File: src/rtl/ball_motion_engine_if.sv
// Ball motion engine port bundle: game-state/paddle inputs, ball outputs.
interface ball_motion_engine_if;
  logic [1:0] game_state;
  logic [9:0] p1_y;
  logic [9:0] p2_y;
  logic [9:0] ball_x;
  logic [9:0] ball_y;
  logic       dir_right;
  logic       p1_hit;
  logic       p2_hit;
  logic       wall_hit;

  modport master (
    output game_state, p1_y, p2_y,
    input  ball_x, ball_y, dir_right,
    input  p1_hit, p2_hit, wall_hit
  );

  modport slave (
    input  game_state, p1_y, p2_y,
    output ball_x, ball_y, dir_right,
    output p1_hit, p2_hit, wall_hit
  );
endinterface

File: src/rtl/ball_motion_engine.sv
// Ball position generator: serve parking, prescaled motion, wall/paddle bounce.
// Optional SPEEDUP_EN: speed rises by 1 every 4 paddle hits up to MAX_SPEED.
module ball_motion_engine #(
  parameter int TICK_DIV   = 500000,
  parameter int P1_BOARD_X = 150,
  parameter int P2_BOARD_X = 490,
  parameter int PADDLE_W   = 4,
  parameter int PADDLE_H   = 48,
  parameter int Y_MIN      = 40,
  parameter int Y_MAX      = 440,
  parameter int X_LIMIT    = 639,
  parameter int INIT_SPEED = 2,
  parameter int VY_STEP    = 1,
  parameter int MAX_SPEED  = 6
) (
  input logic clk,
  input logic reset,
  ball_motion_engine_if.slave bus
);

  typedef enum logic [1:0] {
    P1_SERVE = 2'd0,
    P2_SERVE = 2'd1,
    PLAYING  = 2'd2,
    GAME_END = 2'd3
  } mode_t;

  localparam int PW = (TICK_DIV > 1) ? $clog2(TICK_DIV) : 1;
  // Serve speed never exceeds the ceiling.
  localparam int SPD0 =
    (INIT_SPEED > MAX_SPEED) ? MAX_SPEED : INIT_SPEED;

  localparam logic [10:0] L_P1X  = 11'(P1_BOARD_X);
  localparam logic [10:0] L_P2X  = 11'(P2_BOARD_X);
  localparam logic [10:0] L_PW   = 11'(PADDLE_W);
  localparam logic [10:0] L_PH   = 11'(PADDLE_H);
  localparam logic [10:0] L_YMIN = 11'(Y_MIN);
  localparam logic [10:0] L_YMAX = 11'(Y_MAX);
  localparam logic [10:0] L_XLIM = 11'(X_LIMIT);
  localparam logic [10:0] L_VY   = 11'(VY_STEP);
  localparam logic [9:0]  P1_PARK = 10'(P1_BOARD_X + PADDLE_W + 1);
  localparam logic [9:0]  P2_PARK = 10'(P2_BOARD_X - PADDLE_W - 1);
  localparam logic [9:0]  HALF_H  = 10'(PADDLE_H / 2);

  mode_t mode;
  assign mode = mode_t'(bus.game_state);

  logic [9:0]    x_q, x_d;
  logic [9:0]    y_q, y_d;
  logic          right_q, right_d;
  logic          down_q, down_d;
  logic          p1h_q, p1h_d;
  logic          p2h_q, p2h_d;
  logic          wh_q, wh_d;
  logic [PW-1:0] presc_q, presc_d;
  logic [9:0]    speed;

`ifdef SPEEDUP_EN
  logic [9:0] speed_q, speed_d;
  logic [1:0] hc_q, hc_d;
  assign speed = speed_q;
`else
  assign speed = 10'(SPD0);
`endif

  logic [10:0] bx, by, sp, p1t, p2t;
  logic        in_p1, in_p2, tick;

  assign bx    = {1'b0, x_q};
  assign by    = {1'b0, y_q};
  assign sp    = {1'b0, speed};
  assign p1t   = {1'b0, bus.p1_y};
  assign p2t   = {1'b0, bus.p2_y};
  assign in_p1 = (by >= p1t) && (by < p1t + L_PH);
  assign in_p2 = (by >= p2t) && (by < p2t + L_PH);
  assign tick  = (presc_q == PW'(TICK_DIV - 1));

  always_comb begin
    x_d     = x_q;
    y_d     = y_q;
    right_d = right_q;
    down_d  = down_q;
    p1h_d   = 1'b0;
    p2h_d   = 1'b0;
    wh_d    = 1'b0;
    presc_d = '0;
`ifdef SPEEDUP_EN
    speed_d = speed_q;
    hc_d    = hc_q;
`endif
    unique case (mode)
      P1_SERVE: begin
        x_d     = P1_PARK;
        y_d     = bus.p1_y + HALF_H;
        right_d = 1'b1;
        down_d  = 1'b1;
      end
      P2_SERVE: begin
        x_d     = P2_PARK;
        y_d     = bus.p2_y + HALF_H;
        right_d = 1'b0;
        down_d  = 1'b0;
      end
      PLAYING: begin
        if (!tick) begin
          presc_d = presc_q + 1'b1;
        end else begin
          // A ball already behind a paddle slips through to be scored.
          if (!right_q) begin
            if (bx > L_P1X && bx <= L_P1X + L_PW + sp && in_p1) begin
              x_d     = 10'(L_P1X + L_PW);
              right_d = 1'b1;
              p1h_d   = 1'b1;
            end else if (bx < sp) begin
              x_d = '0;
            end else begin
              x_d = x_q - speed;
            end
          end else begin
            if (bx < L_P2X && bx + sp >= L_P2X - L_PW && in_p2) begin
              x_d     = 10'(L_P2X - L_PW);
              right_d = 1'b0;
              p2h_d   = 1'b1;
            end else if (bx + sp > L_XLIM) begin
              x_d = 10'(L_XLIM);
            end else begin
              x_d = 10'(bx + sp);
            end
          end
          if (down_q) begin
            if (by + L_VY >= L_YMAX) begin
              y_d    = 10'(L_YMAX);
              down_d = 1'b0;
              wh_d   = 1'b1;
            end else begin
              y_d = 10'(by + L_VY);
            end
          end else begin
            if (by <= L_YMIN + L_VY) begin
              y_d    = 10'(L_YMIN);
              down_d = 1'b1;
              wh_d   = 1'b1;
            end else begin
              y_d = 10'(by - L_VY);
            end
          end
        end
      end
      GAME_END: begin
      end
      default: begin
      end
    endcase
`ifdef SPEEDUP_EN
    if (mode == P1_SERVE || mode == P2_SERVE) begin
      speed_d = 10'(SPD0);
      hc_d    = '0;
    end else if (p1h_d || p2h_d) begin
      hc_d = hc_q + 2'd1;
      if (hc_q == 2'd3 && speed_q < 10'(MAX_SPEED))
        speed_d = speed_q + 10'd1;
    end
`endif
  end

  always_ff @(posedge clk) begin
    if (reset) begin
      x_q     <= P1_PARK;
      y_q     <= 10'd240;
      right_q <= 1'b1;
      down_q  <= 1'b1;
      p1h_q   <= 1'b0;
      p2h_q   <= 1'b0;
      wh_q    <= 1'b0;
      presc_q <= '0;
`ifdef SPEEDUP_EN
      speed_q <= 10'(SPD0);
      hc_q    <= '0;
`endif
    end else begin
      x_q     <= x_d;
      y_q     <= y_d;
      right_q <= right_d;
      down_q  <= down_d;
      p1h_q   <= p1h_d;
      p2h_q   <= p2h_d;
      wh_q    <= wh_d;
      presc_q <= presc_d;
`ifdef SPEEDUP_EN
      speed_q <= speed_d;
      hc_q    <= hc_d;
`endif
    end
  end

  assign bus.ball_x    = x_q;
  assign bus.ball_y    = y_q;
  assign bus.dir_right = right_q;
  assign bus.p1_hit    = p1h_q;
  assign bus.p2_hit    = p2h_q;
  assign bus.wall_hit  = wh_q;

endmodule

File: src/flat_wrapper.sv
// flat-port wrapper written by rule: the top's interface ports become plain ports
module ball_motion_engine_flat 
#(
  parameter int TICK_DIV   = 500000,
  parameter int P1_BOARD_X = 150,
  parameter int P2_BOARD_X = 490,
  parameter int PADDLE_W   = 4,
  parameter int PADDLE_H   = 48,
  parameter int Y_MIN      = 40,
  parameter int Y_MAX      = 440,
  parameter int X_LIMIT    = 639,
  parameter int INIT_SPEED = 2,
  parameter int VY_STEP    = 1,
  parameter int MAX_SPEED  = 6
)
  (clk, reset, bus_game_state, bus_p1_y, bus_p2_y, bus_ball_x, bus_ball_y, bus_dir_right, bus_p1_hit, bus_p2_hit, bus_wall_hit);
  ball_motion_engine_if bus_i ();
  input logic clk;
  input logic reset;
  input wire logic [$bits(bus_i.game_state)-1:0] bus_game_state;
  input wire logic [$bits(bus_i.p1_y)-1:0] bus_p1_y;
  input wire logic [$bits(bus_i.p2_y)-1:0] bus_p2_y;
  output wire logic [$bits(bus_i.ball_x)-1:0] bus_ball_x;
  output wire logic [$bits(bus_i.ball_y)-1:0] bus_ball_y;
  output wire logic [$bits(bus_i.dir_right)-1:0] bus_dir_right;
  output wire logic [$bits(bus_i.p1_hit)-1:0] bus_p1_hit;
  output wire logic [$bits(bus_i.p2_hit)-1:0] bus_p2_hit;
  output wire logic [$bits(bus_i.wall_hit)-1:0] bus_wall_hit;
  assign bus_i.game_state = bus_game_state;
  assign bus_i.p1_y = bus_p1_y;
  assign bus_i.p2_y = bus_p2_y;
  assign bus_ball_x = bus_i.ball_x;
  assign bus_ball_y = bus_i.ball_y;
  assign bus_dir_right = bus_i.dir_right;
  assign bus_p1_hit = bus_i.p1_hit;
  assign bus_p2_hit = bus_i.p2_hit;
  assign bus_wall_hit = bus_i.wall_hit;
  ball_motion_engine #(.TICK_DIV(TICK_DIV), .P1_BOARD_X(P1_BOARD_X), .P2_BOARD_X(P2_BOARD_X), .PADDLE_W(PADDLE_W), .PADDLE_H(PADDLE_H), .Y_MIN(Y_MIN), .Y_MAX(Y_MAX), .X_LIMIT(X_LIMIT), .INIT_SPEED(INIT_SPEED), .VY_STEP(VY_STEP), .MAX_SPEED(MAX_SPEED)) u_core (.clk(clk), .reset(reset), .bus(bus_i));
endmodule
File: config.mk
export PLATFORM = sky130hd
export DESIGN_NAME = ball_motion_engine_flat
export DESIGN_NICKNAME = d
export VERILOG_FILES = /design/src/rtl/ball_motion_engine_if.sv /design/src/rtl/ball_motion_engine.sv /design/src/flat_wrapper.sv
export SDC_FILE = /design/constraint.sdc
export NUM_CORES = 1
export LEC_CHECK = 0
export ABC_AREA = 1
export CORE_MARGIN = 2
export CORE_UTILIZATION = 30
export DETAILED_ROUTE_END_ITERATION = 16
export GPL_ROUTABILITY_DRIVEN = 0
export PLACE_DENSITY_LB_ADDON = 0.15
export SETUP_SLACK_MARGIN = 0.1
export SYNTH_ARGS = -nofsm -noshare
export SYNTH_HDL_FRONTEND = slang
export SYNTH_SLANG_ARGS = --single-unit
export TNS_END_PERCENT = 50
File: constraint.sdc
create_clock -name clk -period 5.87 [get_ports clk]
set_clock_uncertainty 0.05 [all_clocks]
set_input_delay 0.8805 -clock clk [delete_from_list [all_inputs] [get_ports clk]]
set_output_delay 0.8805 -clock clk [all_outputs]
set_load 0.02 [all_outputs]
# Word-level counts from Yosys, hierarchy flattened
# Cells that the tools add are included.
classes:
  n_addsub: 9
  magnitude_cmp: 12
  n_eq_ne: 4
  muxes: 25
  n_bitwise: 3
  reduce_logical: 13
op_table:
  columns: ["cell", "count"]
  rows:
  - ["10-bit 2-to-1 mux", 10]
  - ["10-bit case mux with 3 select lines", 2]
  - ["10-bit by 6-bit adder with 11-bit output, second input constant", 2]
  - ["11-bit by 9-bit greater-or-equal comparator with 1-bit output, second input constant", 2]
  - ["10-bit by 11-bit < comparator with 1-bit output", 2]
  - ["10-bit by 5-bit adder with 10-bit output, second input constant", 2]
  - ["10-bit greater-or-equal comparator", 2]
  - ["19-bit by 1-bit adder with 19-bit output, second input constant", 1]
  - ["19-bit equality test, second input constant", 1]
  - ["10-bit by 1-bit adder with 11-bit output, second input constant", 1]
  - ["10-bit by 2-bit adder with 11-bit output, second input constant", 1]
  - ["11-bit by 10-bit > comparator with 1-bit output, second input constant", 1]
  - ["1-bit 2-to-1 mux", 11]
  - ["10-bit by 8-bit > comparator with 1-bit output, second input constant", 1]
  - ["10-bit by 6-bit <= comparator with 1-bit output, second input constant", 1]
  - ["10-bit by 8-bit <= comparator with 1-bit output, second input constant", 1]
  - ["10-bit by 2-bit < comparator with 1-bit output, second input constant", 1]
  - ["10-bit by 9-bit < comparator with 1-bit output, second input constant", 1]
  - ["10-bit by 1-bit subtractor with 10-bit output, second input constant", 1]
  - ["10-bit by 2-bit subtractor with 10-bit output, second input constant", 1]
  - ["4-bit OR reduction", 2]
  - ["1-bit logical AND", 6]
  - ["1-bit case mux with 3 select lines", 2]
  - ["3-bit OR reduction", 2]
  - ["7 further kinds", 9]
word_totals:
  reg_bits: 44
  in_bits: 24
  out_inout_bits: 24
  elab_cells: 74

# Logic depth before layout (Yosys ltp)
logic_depth:
  word_depth: 8
  depth_mapped: 19
  ltp_nobuf: 19

# Least setup slack after synthesis
# Ideal clock, no wire load.
synth_path:
  path_type: "input port to flip-flop"
  from: "in bus_p2_y[4]"
  to: "reg u_core.x_q[4] (netlist: u_core.bus.ball_x[4])"
  t_arrival_ns: 2.608
  required_time_ns: 5.705
  setup_slack_ns: 3.097
  stages: 18
  path_cell_list: "inv_1 > ha_1 > nor2_1 > xor2_1 > ha_1 > a21o_1 > nand3_1 > nand2_1 > nor2_1 > nand2_1 > nor2_1 > nand3_2 > nand3_1 > nand2_1 > nand2_1 > nand2_1 > nand2_1 > nand2_1"
synth_via:
  elab_chain_cells: 8
  word_cells_on_any_way: 9
synth_rtl:
  columns: ["element", "line", "source"]
  rows:
  - ["start, declared", "flat_wrapper.sv:22", "input wire logic [$bits(bus_i.p2_y)-1:0] bus_p2_y;"]
  - ["10-bit by 6-bit adder with 11-bit output", "ball_motion_engine.sv:75", "assign in_p2 = (by >= p2t) && (by < p2t + L_PH);"]
  - ["10-bit by 11-bit < comparator with 1-bit output", "ball_motion_engine.sv:75", null]
  - ["1-bit logical AND *", "ball_motion_engine.sv:75", null]
  - ["1-bit logical AND *", "ball_motion_engine.sv:120", "if (bx < L_P2X && bx + sp >= L_P2X - L_PW && in_p2) begin"]
  - ["10-bit 2-to-1 mux *", "ball_motion_engine.sv:120", null]
  - ["10-bit 2-to-1 mux *", "ball_motion_engine.sv:109", "if (!right_q) begin"]
  - ["10-bit 2-to-1 mux *", "ball_motion_engine.sv:105", "if (!tick) begin"]
  - ["10-bit case mux with 3 select lines *", "ball_motion_engine.sv:91", "unique case (mode)"]
  - ["end signal, assigned", "ball_motion_engine.sv:168", "x_q <= P1_PARK;"]
  - ["end signal, assigned", "ball_motion_engine.sv:181", "x_q <= x_d;"]
  - ["end, declared", "ball_motion_engine.sv:48", "logic [9:0] x_q, x_d;"]
# Every way passes the cells marked *; elsewhere a longest branch is shown, timed or not. The select of a mux whose other input is x is not followed.
# A chain may end at the register's enable or synchronous reset.

# Final worst setup path
layout_path:
  from: "in bus_game_state[0]"
  to: "reg u_core.y_q[9] (netlist: u_core.bus.ball_y[9])"
layout_via:
  elab_chain_cells: 3
  word_cells_on_any_way: 7
layout_rtl:
  columns: ["element", "line", "source"]
  rows:
  - ["start, declared", "flat_wrapper.sv:20", "input wire logic [$bits(bus_i.game_state)-1:0] bus_game_state;"]
  - ["2-bit equality test (tied with other cells)", "ball_motion_engine.sv:91", null]
  - ["2-bit by 1-bit inequality test with 1-bit output (no source line) or 3-bit nonzero test (tied branches)", null, null]
  - ["2-bit AND reduction (no source line)", null, null]
  - ["end signal, assigned", "ball_motion_engine.sv:182", "y_q <= y_d;"]
  - ["end, declared", "ball_motion_engine.sv:49", "logic [9:0] y_q, y_d;"]
# Parallel ways exist; a longest one is shown, timed or not.

==> impl_results.md <==
* Residual DRC count at 0
* Hold Slack at 0.400 ns
* Max-slew headroom at 0.473
* Via count at 4638
* Root Driver: clkbuf_16
* Max clock buf depth at 2
* Synth Area in Adders at 0.123
* Startpoint of the lowest-slack hold path: u_core.presc_q[0]
* Ports at 48
* Commonest non-fill, non-tap cell in the layout: nand2_1
* #FFs+latches synth at 44
* R2R Setup Slk at 3.17 ns
* Dpl cells at 948
* Yosys warns at 0
* Vias in the first global route at 4448
* Later-pin clock latency in the skew report at 0.28 ns
* Met3 GRT Util at 0.0154
* EDFF count, synth at 0
* First-pass iteration count of the detailed router at 5
* Most used flip-flop cell after synthesis: dfxtp_1
* Die Y at 128 µm
* Final slew viol count at 0
* CTS tree: done
* Nets at 836
* Vias per cell at 4.85
* Total grt overflow at 0
* Layout cell share with drive strength beyond 1 at 0.0560
* Total wire length at 13.4 mm
* CTS Buf Count at 5
* Crit share post-route at 0.596
* WS Path Type: input pin to flip-flop
* Worst path required time at 6.00 ns
* DR iter-0 viols at 224
* Starting density of the core at 0.304
* Hold Crit Depth at 1
* Reg-to-reg critical path endpoint: u_core.bus.ball_y[5]
* Worst R2R Start: u_core.bus.ball_y[0]
* Postcts setup bufs at 0
* CTS resizes at 0
* Post-synthesis xor/xnor area fraction at 0.0572
* GRT met1 Usage at 0.226
* Buffers on Ports at 47
* Most used routing layer: met2
* Syn_nets at 801
* Die area at 16300 µm²
* Post-synthesis sequential area ratio at 0.192
* Hold Vio Cnt, Final at 0
* CTS Hold Buffers Added at 0
* Final non-filler cell total at 956
* Final worst slack at 2.37 ns
* DP HPWL at 10.4 mm
* Worst-Margin Slew at 0.788 ns
* GRT met2 Usage at 0.287
* Place WS at 2.11 ns
* Unrepaired setup endpoints after global routing: no
* Status: complete, no violations
* H-tree depth at 2
* Critical path arrival at 3.63 ns
* TNS Setup at 0 ns
* Worst min path class: flip-flop to flip-flop
* Ant diodes at 0
* Fin crit period at 3.50 ns
* Clock sinks at 44
* Mapped Area at 4590 µm²
* P&R area growth vs syn at 16.3%
* Fin util at 0.354
* Initial antenna violation count at 0
* Commonest cells after routing, fill and taps aside: 185 x nand2_1, 102 x inv_1, 82 x nor2_1
* Row count at 45
* Synth cell types at 51
* R2R cell count at 12
* First-pass GRT wire length at 22.0 mm
* Finish-stage setup viols at 0
* FMAX at 0.286 GHz
* Leak pwr at 2.47 nW
* Final antenna-violating net count at 0
* Peak VDD IR at 0.121 mV
* Total GRT Usage at 0.165
* Synth Area in Simple Gates at 0.381
* Crit end category: flip-flop
* Largest family of logic cells by synthesized area: simple AND/OR/NAND/NOR gates
* CP Launch Type: input pin
* Power density over cell area at 195 nW/µm²
* Core area at 15100 µm²
* Largest net degree at the start of global routing at 26
* Async SR Flop Fraction at 0
* Max Cap Violations at 0
* Multiplexer share of the synthesized area at 0
* Syn Inst Count at 732
* Die span in x at 128 µm
* Clock transition at the registers of the reported paths at 0.07 ns
* Synth Area in Compound Gates at 0.129
* Routed len/inst at 14.0 µm
* Avg Inst Size Synth at 6.27 µm²
* CP max FO at 20
* Hold endpoint: u_core.presc_q[0]
area by class of cell:
class	instances	area, µm²
repair buffers	47	470
inverters	109	409
fillers	1623	9750
multi-input cells	560	3170
flip-flops and latches	44	881
clock buffers	6	139
well taps	188	235
clock inverters	2	38.8
registers in the layout, summed over array words and instances (netlist names):
signal	cells
u_core.bus.ball_x	10
u_core.bus.ball_y	10
u_core.bus.dir_right	1
u_core.bus.p1_hit	1
u_core.bus.p2_hit	1
u_core.bus.wall_hit	1
u_core.down_q	1
u_core.presc_q	19
critical path, cell delays in order:
cell             delay, ns
clkdlybuf4s50_1       0.52
ha_1                  0.66
o21ai_0               0.31
ha_1                  0.27
inv_1                 0.06
and2_1                0.15
nand2_1               0.08
nor2_1                0.13
nand2_1               0.08
xor2_1                0.20
o21ai_0               0.10
o21ai_1               0.14
inv_1                 0.05
worst max path at each step:
| stage | from | to | slack [ns] | cells past startpoint |
|---|---|---|---|---|
| finish | bus_game_state[0] | u_core.bus.ball_y[9] | 2.37 | 13 |
| global route | bus_game_state[0] | u_core.bus.ball_y[9] | 2.10 | 13 |
| CTS | bus_game_state[0] | u_core.bus.ball_y[9] | 2.39 | 13 |
| detailed placement | bus_game_state[0] | u_core.bus.ball_y[9] | 2.11 | 13 |
| global placement | bus_game_state[0] | u_core.bus.ball_y[9] | 2.10 | 13 |
| floorplan | bus_p2_y[4] | u_core.bus.ball_x[4] | 3.10 | 18 |
per-layer routing:
layer,vias up,wire length (µm),part of all wire
li1,2431,-,-
met1,2121,6580,0.49
met2,78,6360,0.47
met3,8,369,0.027
met4,0,114,0.0085
met5,-,0,0
power breakdown:
group / internal [mW] / leakage (nW) / switching (mW) / total, mW
combinational: 0.138 / 2.02 / 0.208 / 0.346
clock: 0.213 / 0.0871 / 0.124 / 0.337
sequential: 0.312 / 0.359 / 0.0470 / 0.359
synthesized netlist by cell type, types with 2 or more instances:
cell type  number  area [µm²]
a21o_1          3        22.5
a21oi_1        52         260
a31oi_1         2        12.5
buf_2           7        35.0
buf_4           4        30.0
buf_6           4        45.0
clkbuf_1        2        7.51
dfxtp_1        44         881
ha_1           45         563
inv_1         102         383
inv_2           6        22.5
nand2_1       185         694
nand2_2         5        31.3
nand3_1        41         205
nand3_2         4        40.0
nand3b_1        5        37.5
nand4_1        16         100
nor2_1         82         308
nor2_2          5        31.3
nor3_1         16        80.1
nor3_2          2        20.0
nor3b_1         6        45.0
nor4_1          2        12.5
nor4_4          2        42.5
o211ai_1        2        15.0
o21ai_0        29         145
o21ai_1         3        15.0
o21bai_1        2        15.0
o22ai_1         2        12.5
o311ai_0        2        17.5
o31ai_1         2        15.0
xnor2_1         2        17.5
xor2_1         28         245
metrics by stage:
stage | total power [mW] | area [µm²]
floorplan | 0.596 | 4590
global placement | 0.711 | 5160
detailed placement | 0.710 | 5160
CTS | 1.05 | 5340
global route | 1.11 | 5340
finish | 1.04 | 5340
logic make-up (layout without fill, tap and decap cells):
family	count (synthesis)	in the layout
DFF	44	44
adders and majority gates	45	45
and+or+nand+nor	380	380
AOI/OAI and AO/OA	105	105
buffers and inverters	128	164
xor gates and xnor gates	30	30
Note: power is estimated with default switching activity, not from simulation.
